<file path="src/rtl/imem_loader.sv">
// imem_loader: packs UART bytes MSB-first into instruction words and writes them to consecutive IMEM addresses.
// Ends on a HALT opcode (done), an inter-byte timeout or an address overflow (error).
module imem_loader #(
    parameter int                   NB_DATA        = 32,
    parameter int                   NB_ADDR        = 8,
    parameter int                   NB_OPCODE      = 6,
    parameter logic [NB_OPCODE-1:0] HALT_OPCODE    = 6'b111111,
    parameter int                   TIMEOUT_CYCLES = 100000
) (
    input  logic               i_clock,
    input  logic               i_reset,
    input  logic               i_start,
    input  logic [7:0]         i_rx_data,
    input  logic               i_rx_done,
    output logic               o_im_write_enable,
    output logic [NB_DATA-1:0] o_im_data,
    output logic [NB_ADDR-1:0] o_im_addr,
    output logic               o_busy,
    output logic               o_done,
    output logic               o_error,
    output logic [NB_ADDR:0]   o_word_count
);
    localparam int NB_TO = $clog2(TIMEOUT_CYCLES + 1);

    typedef enum logic [2:0] {IDLE, RECV, WRITE, DONE, ERROR} state_t;

    state_t             state, state_next;
    logic [1:0]         byte_cnt;
    logic [NB_DATA-9:0] shift;
    logic [NB_TO-1:0]   to_cnt;
    logic [NB_DATA-1:0] word;
    logic               halt, full, timeout;

    assign word    = {shift, i_rx_data};
    assign halt    = o_im_data[NB_DATA-1 -: NB_OPCODE] == HALT_OPCODE;
    assign full    = o_im_addr == '1;
    assign timeout = to_cnt == NB_TO'(TIMEOUT_CYCLES - 1);

    assign o_im_write_enable = state == WRITE;
    assign o_busy            = state == RECV || state == WRITE;
    assign o_done            = state == DONE;
    assign o_error           = state == ERROR;

    always_ff @(posedge i_clock or posedge i_reset)
        if (i_reset) state <= IDLE;
        else         state <= state_next;

    always_comb begin
        state_next = state;
        case (state)
            IDLE, DONE, ERROR: state_next = i_start ? RECV : state;
            RECV: begin
                if (i_rx_done && byte_cnt == 2'd3) state_next = WRITE;
                else if (!i_rx_done && timeout)    state_next = ERROR;
            end
            WRITE:   state_next = halt ? DONE : full ? ERROR : RECV;
            default: state_next = IDLE;
        endcase
    end

    always_ff @(posedge i_clock or posedge i_reset) begin
        if (i_reset) begin
            byte_cnt     <= '0;
            shift        <= '0;
            to_cnt       <= '0;
            o_im_data    <= '0;
            o_im_addr    <= '0;
            o_word_count <= '0;
        end else begin
            case (state)
                IDLE, DONE, ERROR: if (i_start) begin
                    byte_cnt     <= '0;
                    to_cnt       <= '0;
                    o_im_addr    <= '0;
                    o_word_count <= '0;
                end
                RECV: if (i_rx_done) begin
                    shift    <= word[NB_DATA-9:0];
                    byte_cnt <= byte_cnt + 2'd1;
                    to_cnt   <= '0;
                    if (byte_cnt == 2'd3) o_im_data <= word;
                end else begin
                    to_cnt <= to_cnt + NB_TO'(1);
                end
                WRITE: begin
                    o_word_count <= o_word_count + (NB_ADDR+1)'(1);
                    to_cnt       <= '0;
                    // a byte arriving during the write strobe starts the next word
                    if (state_next == RECV) begin
                        o_im_addr <= o_im_addr + NB_ADDR'(1);
                        if (i_rx_done) begin
                            shift    <= word[NB_DATA-9:0];
                            byte_cnt <= 2'd1;
                        end
                    end
                end
                default: ;
            endcase
        end
    end
endmodule

</file>
<file path="config.mk">
export PLATFORM = sky130hd
export DESIGN_NAME = imem_loader
export DESIGN_NICKNAME = d
export VERILOG_FILES = /design/src/rtl/imem_loader.sv
export SDC_FILE = /design/constraint.sdc
export NUM_CORES = 1
export LEC_CHECK = 0
export CORE_MARGIN = 5
export CORE_UTILIZATION = 45
export DETAILED_ROUTE_END_ITERATION = 7
export HOLD_SLACK_MARGIN = 0.08
export PLACE_DENSITY = 0.67
export SLEW_MARGIN = 20
export SYNTH_ARGS = -nofsm -noshare
export SYNTH_HDL_FRONTEND = slang
export SYNTH_SLANG_ARGS = --single-unit
</file>
<file path="constraint.sdc">
create_clock -name i_clock -period 4.7 [get_ports i_clock]
set_input_delay 1.175 -clock i_clock [delete_from_list [all_inputs] [get_ports i_clock]]
set_output_delay 1.175 -clock i_clock [all_outputs]
set_load 0.01 [all_outputs]
</file>
==> results of run 1 <==
[through the flow]
step	hold WS (ns)	total power, uW	cell area [um^2]	instances	setup WS, ns
after floorplan	0.457	1980	4900	518	1.05
after global placement	0.484	2440	5620	691	1.30
after detailed placement	0.479	2490	5620	691	1.23
after CTS	0.494	2970	5780	706	1.25
after global routing	0.514	3190	5810	707	1.11
final	0.493	2960	5810	707	1.22
[worst reg2reg max path, delay by kind of cell (launching register included)]
kind | cells | cell delay [ns]
flip-flops | 1 | 0.51
multiplexers | 1 | 0.21
AND/OR/NAND/NOR | 4 | 0.94
buffers and inverters | 4 | 1.36
[cells by family (layout without fill, tap and decap cells)]
kind of cell | after synthesis | in the layout
flip-flops | 95 | 95
XOR/XNOR | 8 | 8
buffers and inverters | 69 | 118
multiplexers | 40 | 40
AND/OR/NAND/NOR | 209 | 209
adder cells (fa/ha/maj) | 4 | 4
AO/OA/AOI/OAI | 93 | 93
[power groups by stage]
stage	Clock, uW	Sequential [uW]	Combinational [uW]
6_report	476	1360	1130
5_1_grt	522	1410	1260
4_1_cts	490	1360	1120
3_5_place_dp	0	1370	1110
3_3_place_gp	0	1360	1080
2_1_floorplan	0	1350	623
[final timing paths]
check                                     to  slack [ns]  depth (start not counted)
setup / recovery           o_im_write_enable        1.22                          3
hold / removal               o_word_count[8]        0.49                          1
setup reg to reg                o_im_addr[7]        1.61                          9
hold reg to reg              o_word_count[8]        0.49                          1
max in group asynchronous          shift[16]        2.75                          3
min in group asynchronous      o_im_data[12]        1.26                          2
[state kept, by name (all words and copies together), names as in the netlist]
register	count
shift	24
o_im_data	32
o_im_addr	8
byte_cnt	2
o_word_count	9
state	3
to_cnt	17
[synthesized netlist by cell type]
cell	n	area (um^2)
xor2_1	1	8.76
a22o_1	1	8.76
nor2_1	17	63.8
or3b_1	2	17.5
nand3b_1	2	15.0
nand4_1	34	213
o31ai_1	1	7.51
nor2_2	1	6.26
nor3_2	1	10.0
nor4b_2	2	30.0
o211ai_1	1	7.51
xnor2_1	7	61.3
nand2_1	29	109
mux2_2	32	360
inv_1	31	116
mux2i_1	8	80.1
o32ai_1	1	8.76
clkbuf_1	21	78.8
o2111ai_1	3	26.3
and3_1	8	50.1
a221oi_2	1	15.0
o21ai_1	2	10.0
buf_2	13	65.1
ha_1	4	50.1
a21oi_1	8	40.0
nand3_1	83	415
nor3_1	6	30.0
inv_2	2	7.51
o21ai_0	48	240
nand2b_1	4	25.0
a31oi_1	26	163
nor3b_4	1	18.8
dfrtp_1	95	2380
and4_1	4	35.0
o211a_1	1	10.0
nor4bb_1	3	30.0
nand2b_2	1	8.76
nor2b_1	1	6.26
buf_1	2	7.51
and2_1	3	18.8
or3_1	7	43.8
[routing by layer]
layer / vias up / wire (um) / part of all wire (%)
li1: 1971 / - / -
met1: 2054 / 5570 / 48
met2: 119 / 5400 / 46
met3: 13 / 549 / 4.7
met4: 0 / 179 / 1.5
met5: - / 0 / 0
[cell type report]
class                           count  area [um^2]  area share, %
Sequential cell                    95         2380           40.9
Multi-Input combinational cell    354         2270           39.1
Timing Repair Buffer               70          701           12.1
Tap cell                          140          175           3.02
Clock buffer                       14          153           2.63
Inverter                           33          126           2.18
Clock inverter                      1         5.00         0.0862
==> impl_metrics.json, run 1 <==
{
  "outcome": "finished clean",
  "power_density_nw_per_um2": 510,
  "die_area_um2": 13100,
  "maxCapViolations": 0,
  "dpl.hpwl_mm": 7.60,
  "syn2layout_area_growth_pct": 18.6,
  "combPwrFrac_pct": 38.1,
  "fin_util_pct": 54.0,
  "crit_path_top_delay_cell": "or3b_1",
  "ctsResizeCount": 0,
  "p_int_uw": 1860,
  "max_freq_mhz": 287,
  "ir_drop_v": 0.000241,
  "synthAdderAreaFrac_pct": 1.02,
  "required_ns": 3.52,
  "worst_slew_pin_slew_ns": 0.826,
  "regToRegStartpoint": "state[1]",
  "synthXorXnorAreaFrac_pct": 1.43,
  "finalSetupViolations": 0,
  "hold_path.class": "flop to flop",
  "setup_tns_ns": 0,
  "swShare_pct": 37.1,
  "root_buffer": "clkbuf_8",
  "portBuffers": 64,
  "max_stage_delay_ns": 0.62,
  "synth.area.mux_share_pct": 9.00,
  "clk_pin_slew_ns": 0.09,
  "synth_top_family_by_area": "simple AND/OR/NAND/NOR gates",
  "routabilityCongestion": 0.875,
  "grt_first_pass_wirelength_mm": 20.1,
  "first_pass_iters": 7,
  "cp_max_fo": 12,
  "antenna_found_initial": 0,
  "ys_types": 41,
  "yosysSeqAreaShare_pct": 48.6,
  "p_leak_uw": 0.00247,
  "routed_wl_mm": 11.7,
  "h-tree-depth": 3,
  "syn_avg_cell_area_um2": 9.45,
  "n_fill_cell": 1014,
  "grtUsageMet1_pct": 27.9,
  "num-nets-final": 579,
  "use_met2_pct": 28.5,
  "yosys_warnings": 0,
  "synth_nets": 534,
  "start_kind": "flop",
  "die_w_um": 114,
  "skew_ns": 0.00702,
  "crit_chain": "or3b_1 > inv_2 > clkdlybuf4s50_1",
  "critPathKind": "flop to primary output",
  "insertion_delay_ns": 0.36,
  "drv_slew": 0,
  "path_buf_inv": 2,
  "vias": 4157,
  "postSynthCellCount": 518,
  "postCtsHoldBufs": 0,
  "start_util_pct": 45.6,
  "num_rows": 38,
  "top_usage_layer": "met2",
  "cts_setup_buffers": 0,
  "most-common-layout-cells": "95 x dfrtp_1, 83 x nand3_1, 63 x clkdlybuf4s50_1",
  "final_common_cell": "dfrtp_1",
  "post-route-min-period_ns": 3.48,
  "cts_tree": "done",
  "wire_per_inst_um": 16.5,
  "coreArea_um2": 10700,
  "path_delay_family": "buffers and inverters",
  "grt_overflow_total": 0,
  "ant_nets": 0,
  "synth_compound_area_share_pct": 11.0,
  "grt_pass1_vias": 4032,
  "end_kind": "primary output",
  "slew_headroom_pct": 44.7,
  "drc_errors": 0,
  "crit_start": "state[1]",
  "cts_sinks": 95,
  "period_share_pct": 74.0,
  "ctsLongestPathBuffers": 2,
  "p_switching_uw": 1100,
  "finalHoldViolations": 0,
  "cp.arrival_ns": 2.31,
  "grt_use_total_pct": 18.8,
  "grt_util_met3_pct": 2.54,
  "die_h_um": 114,
  "netlist_area_um2": 4900,
  "drt_iter0_drc": 348,
  "ios": 65,
  "pwr-share-seq_pct": 45.9,
  "numCtsBuffers": 9,
  "grt_setup_unrepaired": "no",
  "grt_max_degree": 79,
  "hold_start": "o_word_count[8]",
  "yosys.area_share.simple_pct": 23.4,
  "clkPwrFrac_pct": 16.1,
  "drive_gt1_share_pct": 11.1,
  "via_per_inst": 5.88,
  "antenna_cells": 0,
  "ys_ff_latch": 95
}
Note: power is estimated with default switching activity, not from simulation.
==> run 2: changes to the inputs <==
==> constraint.sdc (replaced) <==
create_clock -name i_clock -period 3.3 [get_ports i_clock]
set_input_delay 0.825 -clock i_clock [delete_from_list [all_inputs] [get_ports i_clock]]
set_output_delay 0.825 -clock i_clock [all_outputs]
set_load 0.01 [all_outputs]
==> run 2 against run 1 <==
Compared with the run above:
- worst setup slack got worse by 0.97 ns
- core utilization grew 0.76 points
- via count fell by 0.70%
- worst hold slack better by 0.017 ns
- count of clock-buffer cells in the layout down 2
- global-route usage is 0.20 points higher
- wire length increased by 2.9%
- clock skew grew 0.0029 ns
- sequential share of layout area fell by 0.57 points
- combinational power is 42% higher
==> impl_metrics.json, run 2 (synthesis gave the netlist of run 1 again) <==
{
  "outcome": "finished clean",
  "hold_path.class": "flop to flop",
  "h-tree-depth": 3,
  "skew_ns": 0.00994,
  "critPathKind": "flop to primary output",
  "period_share_pct": 92.4,
  "crit_chain": "or3b_1 > inv_2 > clkdlybuf4s50_1",
  "largest_register_ffs": 32,
  "insertion_delay_ns": 0.37,
  "p_total_uw": 4430,
  "top_register": "o_im_data",
  "p_leak_uw": 0.00253,
  "power_density_nw_per_um2": 752,
  "wire_per_inst_um": 16.9,
  "drive_gt1_share_pct": 12.4,
  "finalHoldViolations": 0,
  "ctsLongestPathBuffers": 2,
  "antenna_found_initial": 0,
  "grt_max_degree": 77,
  "grt_setup_unrepaired": "no",
  "ir_drop_v": 0.000355,
  "vias": 4128,
  "cts_tree": "done",
  "finalSetupViolations": 0,
  "post-route-min-period_ns": 3.05,
  "die_area_um2": 13100,
  "die_w_um": 114,
  "numCtsBuffers": 9,
  "max_freq_mhz": 328,
  "drv_slew": 0,
  "grt_pass1_vias": 3983,
  "final_common_cell": "dfrtp_1",
  "via_per_inst": 5.78,
  "cts_setup_buffers": 0,
  "ant_nets": 0,
  "clk_pin_slew_ns": 0.09,
  "layout_setup_ws_ns": 0.249,
  "rr_worst_depth": 6,
  "dp_slack_ns": 0.633,
  "num-nets-final": 586,
  "max_stage_delay_ns": 0.58,
  "stdcell_area_um2": 5890,
  "cp.arrival_ns": 2.23,
  "cp_max_fo": 12,
  "crit_path_top_delay_cell": "or3b_1",
  "drc_errors": 0,
  "end_kind": "primary output",
  "portBuffers": 64,
  "setup_tns_ns": 0,
  "drt_iter0_drc": 369,
  "top_regs": "o_im_data: 32 flops, shift: 24 flops, to_cnt: 17 flops",
  "worst_slew_pin_slew_ns": 0.791,
  "postCtsHoldBufs": 0,
  "start_kind": "flop",
  "required_ns": 2.47,
  "whs_path_depth": 1,
  "grt_overflow_total": 0,
  "routed_wl_mm": 12.0,
  "dpl.hpwl_mm": 8.03,
  "placed_cell_area_um2": 5660,
  "start_util_pct": 45.6,
  "grt_first_pass_wirelength_mm": 20.1,
  "slew_headroom_pct": 46.9,
  "most-common-layout-cells": "95 x dfrtp_1, 83 x nand3_1, 63 x clkdlybuf4s50_1",
  "die_h_um": 114,
  "grt_use_total_pct": 19.0,
  "antenna_cells": 0,
  "maxCapViolations": 0,
  "coreArea_um2": 10700,
  "ctsResizeCount": 0,
  "syn2layout_area_growth_pct": 20.2,
  "ios": 65,
  "cts_sinks": 95,
  "root_buffer": "clkbuf_8",
  "first_pass_iters": 5,
  "routabilityCongestion": 0.810,
  "num_rows": 38
}
run 2: changes by cell type in the layout (fill, tap and decap cells not counted), moves of 2 or more:
| cell | delta |
|---|---|
| buf_4 | +9 |
| nor2_4 | -2 |
| bufinv_16 | +2 |
| clkbuf_8 | +2 |
| clkbuf_1 | -4 |
run 2: where the power goes:
group / leakage [uW] / switching (uW) / internal, uW
clock: 0.000118 / 397 / 484
combinational: 0.00117 / 785 / 826
sequential: 0.00124 / 399 / 1540
total: 0.00253 / 1580 / 2850
run 2: critical path: cells and delay by family (launching register included):
kind | cells | cell delay, ns
simple gates | 1 | 0.58
flops | 1 | 0.50
buf+inv | 2 | 0.77
run 2: final timing paths:
check | startpoint | end | slack (ns)
max reg2reg | state[1] | shift[20] | 0.81
max | state[1] | o_im_write_enable | 0.25
min in group asynchronous | i_reset | o_im_data[19] | 0.88
max in group asynchronous | i_reset | o_word_count[4] | 1.73
min | o_im_data[1] | o_im_data[1] | 0.51
min reg2reg | o_im_data[1] | o_im_data[1] | 0.51
run 2: cell type report:
cell class	count	area, um^2
timing repair buffer	77	733
fill	995	4860
inverter	33	128
clock buffer	12	165
multi-input combinational	354	2240
sequential	95	2380
clock inverter	3	65.1
tap	140	175
run 2: stage by stage:
step / std cells / hold slack [ns] / util [%]
after floorplan: 518 / 0.457 / -
after global placement: 699 / 0.486 / 52.6
after detailed placement: 699 / 0.495 / 52.6
after CTS: 714 / 0.514 / 54.8
after global routing: 714 / 0.530 / 54.8
final: 714 / 0.510 / 54.8
run 2: metal layers:
metal / global-route usage [%] / wire [um] / vias to the layer above
met4: 5.78 / 136 / 0
met3: 3.59 / 528 / 9
li1: - / - / 1982
met2: 28.8 / 5600 / 99
met5: 0 / 0 / -
met1: 27.6 / 5780 / 2038
==> run 3: changes to the inputs <==
--- a/config.mk
+++ b/config.mk
@@ -5,11 +5,12 @@
 export SDC_FILE = /design/constraint.sdc
 export NUM_CORES = 1
 export LEC_CHECK = 0
+export ABC_AREA = 1
 export CORE_MARGIN = 5
 export CORE_UTILIZATION = 45
 export DETAILED_ROUTE_END_ITERATION = 7
 export HOLD_SLACK_MARGIN = 0.08
-export PLACE_DENSITY = 0.67
+export PLACE_DENSITY = 0.68
 export SLEW_MARGIN = 20
 export SYNTH_ARGS = -nofsm -noshare
 export SYNTH_HDL_FRONTEND = slang
==> run 3 against run 2 <==
Compared with the run above:
- cell area shrank 9.3%
- critical path depth grew 1
- power shrank 14%
- via count shrank 14%
- count of clock-buffer cells in the layout shrank 3
- flip-flop and latch count is the same
- clock skew grew 0.0063 ns
- worst setup slack gained 0.22 ns
- maximum frequency grew 7.9%
- non-clock buffer count shrank 10
- largest cell class unchanged
- final cell count grew 1.4%
==> impl_metrics.json, run 3 <==
{
  "outcome": "finished clean",
  "synth_top_cell_area_share_pct": 54.3,
  "netlist_area_um2": 4380,
  "start_util_pct": 45.4,
  "maxCapViolations": 0,
  "synth_commonest_cells": "201 x nand2_1, 95 x dfrtp_1, 45 x nand3_1",
  "placed_cell_area_um2": 5130,
  "dp_slack_ns": 0.656,
  "most-common-layout-cells": "201 x nand2_1, 95 x dfrtp_1, 64 x clkdlybuf4s50_1",
  "cts_setup_buffers": 0,
  "die_h_um": 109,
  "ctsLongestPathBuffers": 2,
  "grt_use_total_pct": 16.5,
  "syn2layout_area_growth_pct": 21.9,
  "root_buffer": "clkbuf_8",
  "max_stage_delay_ns": 0.60,
  "dpl.hpwl_mm": 6.32,
  "numCtsBuffers": 9,
  "final_common_cell": "nand2_1",
  "portBuffers": 64,
  "drt_iter0_drc": 158,
  "crit_top_cell": "inv_2",
  "setup_tns_ns": 0,
  "stdcell_area_um2": 5340,
  "num-nets-final": 602,
  "grt_max_degree": 96,
  "first_pass_iters": 4,
  "cp_max_fo": 16,
  "via_per_inst": 4.91,
  "crit_path_top_delay_cell": "clkdlybuf4s50_1",
  "drv_slew": 0,
  "path_delay_family": "buffers and inverters",
  "hold_path.class": "flop to flop",
  "ys_ff_latch": 95,
  "grt_pass1_vias": 3503,
  "path_buf_inv": 3,
  "ys_types": 37,
  "required_ns": 2.47,
  "hold_slack_ns": 0.479,
  "worst_slew_pin_slew_ns": 0.965,
  "die_area_um2": 11800,
  "routed_wl_mm": 9.06,
  "yosysMostFrequentCell": "nand2_1",
  "max_freq_mhz": 354,
  "power_density_nw_per_um2": 713,
  "clk_pin_slew_ns": 0.10,
  "crit_chain": "inv_2 > nand3_2 > inv_2 > clkdlybuf4s50_1",
  "cp.arrival_ns": 2.00,
  "ir_drop_v": 0.000386,
  "cts_sinks": 95,
  "grt_overflow_total": 0,
  "cts_tree": "done",
  "grt_setup_unrepaired": "no",
  "antenna_cells": 0,
  "period_share_pct": 85.7,
  "fin_util_pct": 55.4,
  "syn_avg_cell_area_um2": 8.36,
  "h-tree-depth": 3,
  "p_leak_uw": 0.00257,
  "ant_nets": 0,
  "end_kind": "primary output",
  "grt_first_pass_wirelength_mm": 15.8,
  "synth_nets": 540,
  "postSynthCellCount": 524,
  "drc_errors": 0,
  "finalSetupViolations": 0,
  "postCtsHoldBufs": 0,
  "wire_per_inst_um": 12.5,
  "start_kind": "flop",
  "yosys_warnings": 0,
  "ys_top_cells_by_area": "dfrtp_1 54%, nand2_1 17%, nand3_1 5.1%",
  "routabilityCongestion": 0.841,
  "synth_edf_count": 0,
  "vias": 3556,
  "synth_ff_type": "dfrtp_1",
  "async_reset_ff_share_pct": 100,
  "top_register": "o_im_data",
  "antenna_found_initial": 0,
  "drive_gt1_share_pct": 8.63,
  "layout_setup_ws_ns": 0.472,
  "top_regs": "o_im_data: 32 flops, shift: 24 flops, to_cnt: 17 flops",
  "yosysTopAreaCell": "dfrtp_1",
  "insertion_delay_ns": 0.37,
  "critPathKind": "flop to primary output",
  "finalHoldViolations": 0,
  "die_w_um": 109,
  "ios": 65,
  "coreArea_um2": 9640,
  "largest_register_ffs": 32,
  "yosysSeqAreaShare_pct": 54.3,
  "ctsResizeCount": 0,
  "post-route-min-period_ns": 2.83,
  "num_rows": 36,
  "slew_headroom_pct": 35.6,
  "skew_ns": 0.0162
}
-- run 3: routing by layer --
metal,up-vias,wire [um],global-route usage (%)
li1,1804,-,-
met5,-,0,0
met1,1676,4310,22.6
met4,0,105,4.78
met2,66,4220,26.4
met3,10,429,3.79
-- run 3: final cells by class --
class | instances | area (um^2)
clock inverter | 7 | 86.3
clock buffer | 9 | 124
inverter | 41 | 158
timing repair buffer | 67 | 676
fill | 910 | 4300
sequential | 95 | 2380
tap | 133 | 166
multi-input combinational | 372 | 1750
-- run 3: logic make-up after synthesis --
group	Yosys count	share of synthesized area (%)
buf+inv	57	5.74
fa+ha+maj	4	1.14
mux	1	0.229
flops	95	54.3
compound gates	44	5.68
xor+xnor	6	1.20
simple gates	317	31.7
-- run 3: report_power, final --
group / total [uW] / internal (uW) / switching, uW / leakage (uW)
clock: 816 / 368 / 448 / 0.000104
combinational: 1260 / 556 / 703 / 0.00121
sequential: 1730 / 1500 / 237 / 0.00125
-- run 3: path summary, 6_finish.rpt --
path                            cells after the start  slack, ns           from                 to
worst max-delay path                                4       0.47       state[0]  o_im_write_enable
worst min-delay path                                2       0.48  o_im_data[22]      o_im_data[22]
worst max register to register                     10       1.22       state[0]          shift[13]
worst min register to register                      2       0.48  o_im_data[22]      o_im_data[22]
max in group asynchronous                           3       2.00        i_reset       o_im_data[0]
min in group asynchronous                           3       0.94        i_reset       o_im_data[7]
-- run 3: through the flow --
step                total power [uW]  std cells
floorplan                       2490        524
global route                    4090        724
global placement                3000        708
detailed placement              3030        708
finish                          3810        724
CTS                             3850        724
-- run 3: worst reg2reg max path: stages, from the launching register on --
cell and delay, ns:
dfrtp_1 0.42, inv_2 0.08, nand3_2 0.22, inv_2 0.32
a21oi_2 0.10, nand2_2 0.10, nand3_2 0.09, nand2_4 0.25
nand2_4 0.23, nand2_1 0.12, nand2_1 0.05
